$ cat src/rtl/noc_port_rr_arbiter.sv
// noc_port_rr_arbiter
//   Round-robin, packet-locking arbiter for one router output port. The port
//   is granted to one input-port requester at a time and held from head flit
//   through tail flit. Arbitration searches from a rotating pointer that moves
//   past the previous owner after each completed packet.
//
// Build option:
//   OPA_CREDIT_EN  defined   -> downstream credit counter gates transfers
//                              (ports credit_in, credits, cred_err present)
//                  undefined -> out_ready input gates transfers
//
// Ports:
//   clk        in   1   clock, rising edge
//   rst        in   1   asynchronous active-high reset
//   req        in   N   requester i presents a flit
//   tail       in   N   flit presented by requester i is a tail flit
//   gnt        out  N   registered one-hot (or zero) owner, crossbar select
//   fire       out  1   combinational, a flit transfers this cycle
//   busy       out  1   registered, port locked to an owner
//   credit_in  in   1   (OPA_CREDIT_EN) downstream freed one slot
//   credits    out  CW  (OPA_CREDIT_EN) registered free-slot count
//   cred_err   out  1   (OPA_CREDIT_EN) sticky credit-overflow flag
//   out_ready  in   1   (no OPA_CREDIT_EN) downstream accepts a flit

module noc_port_rr_arbiter #(
    parameter int N       = 5,
    parameter int CREDITS = 4,
    parameter int CW      = 3
) (
    input  logic          clk,
    input  logic          rst,
    input  logic [N-1:0]  req,
    input  logic [N-1:0]  tail,
    output logic [N-1:0]  gnt,
    output logic          fire,
    output logic          busy,
`ifdef OPA_CREDIT_EN
    input  logic          credit_in,
    output logic [CW-1:0] credits,
    output logic          cred_err
`else
    input  logic          out_ready
`endif
);

    localparam int PW = (N > 1) ? $clog2(N) : 1;

    typedef enum logic {
        ST_IDLE,
        ST_LOCKED
    } state_t;

    state_t        r_state;
    logic [PW-1:0] r_ptr;
    logic [N-1:0]  r_gnt;
    logic          r_busy;

    logic          w_can_send;
    logic          w_fire;
    logic          w_tail_fire;
    logic          w_win_valid;
    logic [PW-1:0] w_win_idx;
    logic [PW:0]   w_dist;
    logic [PW:0]   w_best;
    logic [N-1:0]  w_win_onehot;
    logic [PW-1:0] w_owner_idx;
    logic [PW-1:0] w_ptr_next;

    // Winner = requester with the smallest rotational distance from r_ptr.
    // Distance is computed per absolute index so every select is static.
    always_comb begin
        w_win_valid = 1'b0;
        w_win_idx   = '0;
        w_best      = (PW+1)'(N);
        w_dist      = '0;
        for (int unsigned i = 0; i < N; i++) begin
            if (PW'(i) >= r_ptr)
                w_dist = (PW+1)'(i) - {1'b0, r_ptr};
            else
                w_dist = (PW+1)'(i) + (PW+1)'(N) - {1'b0, r_ptr};
            if (req[i] && (w_dist < w_best)) begin
                w_best      = w_dist;
                w_win_idx   = PW'(i);
                w_win_valid = 1'b1;
            end
        end
    end

    assign w_win_onehot = N'(1) << w_win_idx;

    always_comb begin
        w_owner_idx = '0;
        for (int unsigned i = 0; i < N; i++) begin
            if (r_gnt[i])
                w_owner_idx = PW'(i);
        end
    end

    assign w_ptr_next = (w_owner_idx == PW'(N-1)) ? '0 : w_owner_idx + PW'(1);

    // r_gnt is zero while idle and one-hot while locked, so masking req/tail
    // with it selects the owner's bits and ignores everyone else.
    assign w_fire      = (|(r_gnt & req)) & w_can_send;
    assign w_tail_fire = w_fire & (|(r_gnt & tail));

    always_ff @(posedge clk or posedge rst) begin
        if (rst) begin
            r_state <= ST_IDLE;
            r_ptr   <= '0;
            r_gnt   <= '0;
            r_busy  <= 1'b0;
        end else begin
            case (r_state)
                ST_IDLE: begin
                    if (w_win_valid) begin
                        r_gnt   <= w_win_onehot;
                        r_busy  <= 1'b1;
                        r_state <= ST_LOCKED;
                    end
                end
                ST_LOCKED: begin
                    if (w_tail_fire) begin
                        r_gnt   <= '0;
                        r_busy  <= 1'b0;
                        r_ptr   <= w_ptr_next;
                        r_state <= ST_IDLE;
                    end
                end
                default: begin
                    r_state <= ST_IDLE;
                    r_gnt   <= '0;
                    r_busy  <= 1'b0;
                end
            endcase
        end
    end

`ifdef OPA_CREDIT_EN
    logic [CW-1:0] r_credits;
    logic          r_cred_err;

    assign w_can_send = (r_credits != '0);

    // Simultaneous fire and credit_in cancel. A return with the counter
    // already full is an overflow: count saturates and the flag sticks.
    always_ff @(posedge clk or posedge rst) begin
        if (rst) begin
            r_credits  <= CW'(CREDITS);
            r_cred_err <= 1'b0;
        end else begin
            case ({w_fire, credit_in})
                2'b10: r_credits <= r_credits - CW'(1);
                2'b01: begin
                    if (r_credits == CW'(CREDITS))
                        r_cred_err <= 1'b1;
                    else
                        r_credits <= r_credits + CW'(1);
                end
                default: r_credits <= r_credits;
            endcase
        end
    end

    assign credits  = r_credits;
    assign cred_err = r_cred_err;
`else
    assign w_can_send = out_ready;
`endif

    assign gnt  = r_gnt;
    assign busy = r_busy;
    assign fire = w_fire;

endmodule

$ cat config.mk
export PLATFORM = sky130hd
export DESIGN_NAME = noc_port_rr_arbiter
export DESIGN_NICKNAME = d
export VERILOG_FILES = /design/src/rtl/noc_port_rr_arbiter.sv
export SDC_FILE = /design/constraint.sdc
export NUM_CORES = 1
export LEC_CHECK = 0
export CORE_ASPECT_RATIO = 0.7
export CORE_MARGIN = 2
export CORE_UTILIZATION = 35
export CTS_CLUSTER_SIZE = 14
export DETAILED_ROUTE_END_ITERATION = 12
export GPL_TIMING_DRIVEN = 0
export MAX_ROUTING_LAYER = met4
export SETUP_SLACK_MARGIN = 0.02
export SLEW_MARGIN = 20
export SYNTH_ARGS = -nofsm -noshare
export SYNTH_HDL_FRONTEND = slang
export SYNTH_SLANG_ARGS = --single-unit
$ cat constraint.sdc
create_clock -name clk -period 7.98 [get_ports clk]
set_clock_uncertainty 0.1 [all_clocks]
set_input_delay 1.596 -clock clk [delete_from_list [all_inputs] [get_ports clk]]
set_output_delay 1.596 -clock clk [all_outputs]
set_load 0.03 [all_outputs]
# After elaboration in Yosys (flattened, before gate mapping)
# Index checks and enable logic that the tools add are counted.
dict set report word_totals {
  reg_bits 10
  in_bits 13
  output_inout_bits 7
  elab_cells 75
}
dict set report classes {
  addsub 11
  order_cmp 10
  n_eq_ne 3
  shifts 1
  mux 32
  bitwise 5
  n_reduce_logical 9
}
# op n
set ops {}
lappend ops {{$mux W4} 9}
lappend ops {{$mux W3} 7}
lappend ops {{$lt A4 B4 Y1} 4}
lappend ops {{$sub A3 B3 Y4 const A} 4}
lappend ops {{$mux W1} 11}
lappend ops {{$and A5 B5 Y5} 2}
lappend ops {{$mux W5} 2}
lappend ops {{$pmux W5 S2} 1}
lappend ops {{$reduce_or A5 Y1} 2}
lappend ops {{$sub A1 B3 Y4 const A} 2}
lappend ops {{$sub A2 B3 Y4 const A} 2}
lappend ops {{$sub A4 B3 Y4 const A} 2}
lappend ops {{$ge A1 B3 Y1 const A} 2}
lappend ops {{$ge A2 B3 Y1 const A} 2}
lappend ops {{$logic_and A1 B1 Y1} 5}
lappend ops {{$shl A1 B3 Y5 const A} 1}
lappend ops {{$lt A4 B3 Y1 const B} 1}
lappend ops {{$pmux W1 S2} 2}
lappend ops {{$reduce_and A2 Y1} 2}
lappend ops {{$add A3 B1 Y3 const B} 1}
lappend ops {{$eq A3 B3 Y1 const B} 1}
lappend ops {{$ge A3 B3 Y1 const A} 1}
lappend ops {{$and A1 B1 Y1} 2}
lappend ops {{$ne A2 B1 Y1 const B} 1}
lappend ops {{2 further kinds} 2}

# Longest topological paths before layout
dict set report depth {
  depth_word 20
  depth_mapped 40
  mapped_depth_nobuf 38
}

# Worst setup path after synthesis
# OpenSTA, ideal clock, no wires.
dict set report synth_timing {
  kind {input port to flip-flop}
  startpoint {input req[0]}
  endpoint {register r_gnt[1] (netlist: gnt[1])}
  setup_time_ns 0.121
  arrival_ns 7.561
  required_time_ns 7.759
  setup_slack_ns 0.198
  path_stages 36
  path_buffers 2
  cell_sequence {buf_2 nand2_1 nor4_1 nor2_1 ha_1 nor2_1 a41oi_2 o211ai_1 nand3_1 inv_1 nand2_1 ha_1 o221ai_2 nor4_4 nor2_2 a21oi_2 mux2_2 ha_1 nand2_1 nand3_1 nor2_1 nand2_1 o31ai_1 a41oi_1 and2_0 clkbuf_1 nand2_1 o21ai_0 ha_1 a21oi_1 or4b_2 inv_1 o31a_1 a31o_4 nor2_1 a32o_2}
}
dict set report synth_between {
  elab_chain_len 17
}
# item line
set synth_lines {}
lappend synth_lines {{from (decl)} 32} ;# input logic [N-1:0] req,
lappend synth_lines {{$logic_and A1 B1 Y1} 81} ;# if (req[i] && (w_dist < w_best)) begin
lappend synth_lines {{$mux W4} 81}
lappend synth_lines {{$lt A4 B4 Y1} 81}
lappend synth_lines {{$logic_and A1 B1 Y1} 81}
lappend synth_lines {{$mux W4} 81}
lappend synth_lines {{$lt A4 B4 Y1} 81}
lappend synth_lines {{$logic_and A1 B1 Y1} 81}
lappend synth_lines {{$mux W4} 81}
lappend synth_lines {{$lt A4 B4 Y1} 81}
lappend synth_lines {{$logic_and A1 B1 Y1} 81}
lappend synth_lines {{$mux W4} 81}
lappend synth_lines {{$lt A4 B4 Y1} 81}
lappend synth_lines {{$logic_and A1 B1 Y1} 81}
lappend synth_lines {{$mux W3} 81}
lappend synth_lines {{$shl A1 B3 Y5} 89} ;# assign w_win_onehot = N'(1) << w_win_idx;
lappend synth_lines {{$mux W5} 115} ;# if (w_win_valid) begin
lappend synth_lines {{$pmux W5 S2} 113} ;# case (r_state)
lappend synth_lines {{to (signal assigned)} 116} ;# r_gnt <= w_win_onehot;
lappend synth_lines {{to (decl)} 55} ;# logic [N-1:0] r_gnt;
# Several ways; a longest one is shown, not always the timed one. The select of a mux whose other input is x is not followed.
# A chain may end at the register's enable or synchronous reset.

# Worst setup path after layout
# Same ends and word-level chain as after synthesis.

==> flow_metrics.py <==
metrics = {
    "synth": {
        "synthMuxAreaShare": 0.0344,
        "synth_adder_area_share": 0.158,
        "synthFlopType": "dfrtp_1",
        "synthXorXnorAreaFrac": 0.0192,
        "synthArstFlopShare": 1.00,
        "yosysMostFrequentCell": "ha_1",
        "synth_top_area_share": 0.158,
        "synth.cells.most_frequent": "ha_1, inv_1, nand2_1",
        "synth_top_cell_by_area": "ha_1",
        "synth_top_family_by_area": "compound AO/OA/AOI/OAI gates",
        "synth_edf_count": 0,
        "ys_warn_count": 0,
        "syn-num-nets": 265,
        "yosys-top-cells-area": "ha_1, dfrtp_1, o21ai_0",
        "synth_seq_cells": 10,
        "synth_compound_area_frac": 0.307,
        "syn_area_per_cell_sq_um": 7.95,
        "synthCells": 229,
        "yosysUniqueCellTypes": 76,
        "netlist_area_sq_mm": 0.00182,
        "yosys.area_share.simple": 0.283,
        "yosysSeqAreaShare": 0.137,
    },
    "finish": {
        "final_cell_area_sq_mm": 0.00236,
        "antennaDiodeCount": 0,
        "fin_nets": 302,
        "area_delta_synth_final_pct": 29.7,
        "drive_above_1_share": 0.253,
    },
    "routing": {
        "drc_errors": 0,
        "dr.pass1.iters": 4,
        "post_drt_wl_per_cell_um": 15.5,
        "ant_nets": 0,
        "via_per_inst": 5.37,
        "initialDrtViolationCount": 121,
        "routed_wl_mm": 5.19,
        "vias": 1792,
    },
    "min_path": {
        "whs_path_depth": 2,
        "min-delay-start": "busy",
        "hp-class": "register to register",
        "hold_end": "busy",
    },
    "job": {
        "cap_violations": 0,
    },
    "die": {
        "core_sq_mm": 0.00489,
        "die_w_um": 90.2,
        "die_h_um": 64.3,
        "io_pins": 20,
        "fp-row-count": 21,
        "die_area_sq_mm": 0.00580,
        "start_util": 0.373,
    },
    "timing": {
        "rsz0062_at_grt": "false",
        "finalSetupViolCount": 0,
        "post-route-period-util": 0.933,
        "maxSlewViolCount": 0,
        "clock.fmax_ghz": 0.134,
        "final_hold_viol_count": 0,
        "post-route-min-period_ns": 7.45,
    },
    "clock_network": {
        "clkTransAtPathRegs_ns": 0.05,
        "clock_tree.root_cell": "clkbuf_8",
        "clk_latency_ns": 0.24,
        "cts_hold_buf": 0,
        "cts_sinks": 10,
        "cts_max_level": 1,
        "numCtsBuffers": 3,
        "cts_buffer_depth": 2,
        "cts_tree": "done",
    },
    "global_route": {
        "grt_max_degree": 13,
        "antenna_found_initial": 0,
        "grt_pass1_vias": 1653,
        "grt_pass1_wl_mm": 8.45,
        "grt_usage": 0.184,
        "grt.overflow.total": 0,
    },
    "critical_path": {
        "crit_required_ns": 8.01,
        "crit_path_max_incr_delay_ns": 0.48,
        "crit_family": "simple AND/OR/NAND/NOR gates",
        "slowest_stage": "or4b_4",
        "rr_worst_depth": 39,
        "r2r-end": "gnt[1]",
        "r2r-start": "r_ptr[0]",
        "crit_arrival_ns": 7.48,
        "worstSetupPathType": "input pin to register",
        "crit_path_start_kind": "input pin",
        "critPathCaptureType": "register",
        "r2r_setup_slack_ns": 0.57,
        "path_buf_inv": 4,
        "crit_fanout": 5,
    },
    "placement": {
        "gp_congestion": 0.902,
        "io_buffers": 19,
        "placed_area_sq_mm": 0.00210,
        "dp_hpwl_mm": 4.03,
    },
    "status": {
        "status": "complete, no violations",
    },
}
[worst register-to-register path: cells and delay by family, from the launching register on]
family                     cells  cell delay [ns]
and+or+nand+nor               16             2.63
AOI/OAI and AO/OA             11             1.61
adders and majority gates      6             1.56
buffers and inverters          5             0.68
DFF                            1             0.40
muxes                          1             0.32
[how the worst max path moves through the flow]
| stage | startpoint | endpoint | slack, ns | depth (start not counted) |
|---|---|---|---|---|
| floorplan | req[0] | gnt[1] | 0.20 | 36 |
| finish | req[0] | gnt[1] | 0.53 | 37 |
| CTS | req[0] | gnt[1] | 0.03 | 37 |
| global route | r_ptr[2] | gnt[1] | 0.09 | 38 |
| detailed placement | req[0] | gnt[1] | -1.36 | 38 |
| global placement | req[0] | gnt[1] | -1.30 | 38 |
[through the flow]
step	worst slack, ns	TNS [ns]	cells	util	hold slack [ns]
floorplan	0.198	0	229	-	0.453
global placement	-1.30	-8.22	317	0.429	0.379
detailed placement	-1.36	-8.70	317	0.429	0.389
CTS	0.0290	0	329	0.470	0.402
global route	0.0923	0	334	0.483	0.435
finish	0.532	0	334	0.483	0.398
[flip-flops by register name (all words and copies together) (netlist names)]
register / cells
busy: 1
r_state: 1
gnt: 5
r_ptr: 3
[kinds of logic after synthesis]
group | count (synthesis)
AOI/OAI and AO/OA | 72
xor gates and xnor gates | 4
adders and majority gates | 23
buffers and inverters | 26
DFF | 10
muxes | 6
other | 1
and+or+nand+nor | 87
[layer usage]
metal | routed length, um | vias up | track usage
li1 | - | 928 | -
met1 | 2860 | 838 | 0.288
met2 | 2110 | 24 | 0.258
met3 | 205 | 2 | 0.0224
met4 | 15 | 0 | 0.0135
met5 | 0 | - | -
[layout by cell type (no fill, tap or decap), types with 3 or more instances in the layout]
cell / Yosys / layout
o21a_1: 4 / 4
nand2b_1: 7 / 7
clkdlybuf4s50_1: 0 / 18
inv_2: 1 / 3
a21oi_1: 12 / 12
ha_1: 23 / 22
inv_1: 20 / 18
and2_1: 3 / 3
clkbuf_8: 0 / 4
nand3_2: 1 / 3
o21ai_0: 17 / 17
nor3_1: 4 / 4
nor2_1: 14 / 11
nand3_1: 8 / 6
nand2_1: 19 / 18
dfrtp_1: 10 / 8
a32o_2: 3 / 3
mux2i_1: 4 / 4
nor2_2: 1 / 3
and3_1: 5 / 5
buf_4: 0 / 14
[final cells by class]
cell class                      count  area [sq um]
Fill cell                         503          2530
Multi-Input combinational cell    193          1560
Timing Repair Buffer               33           298
Sequential cell                    10           253
Tap cell                           69          86.3
Inverter                           21          78.8
Clock buffer                        4          55.1
Buffer                              4          31.3
[repair_timing]
item,CTS,global route
setup buffers,9,5
resized for setup,18,13
pin swaps,10,12
setup endpoints to repair,7,7
Power is left out: the tool's default activity adds up to more than one toggle a clock period on the data nets, which glitch-free logic cannot reach.
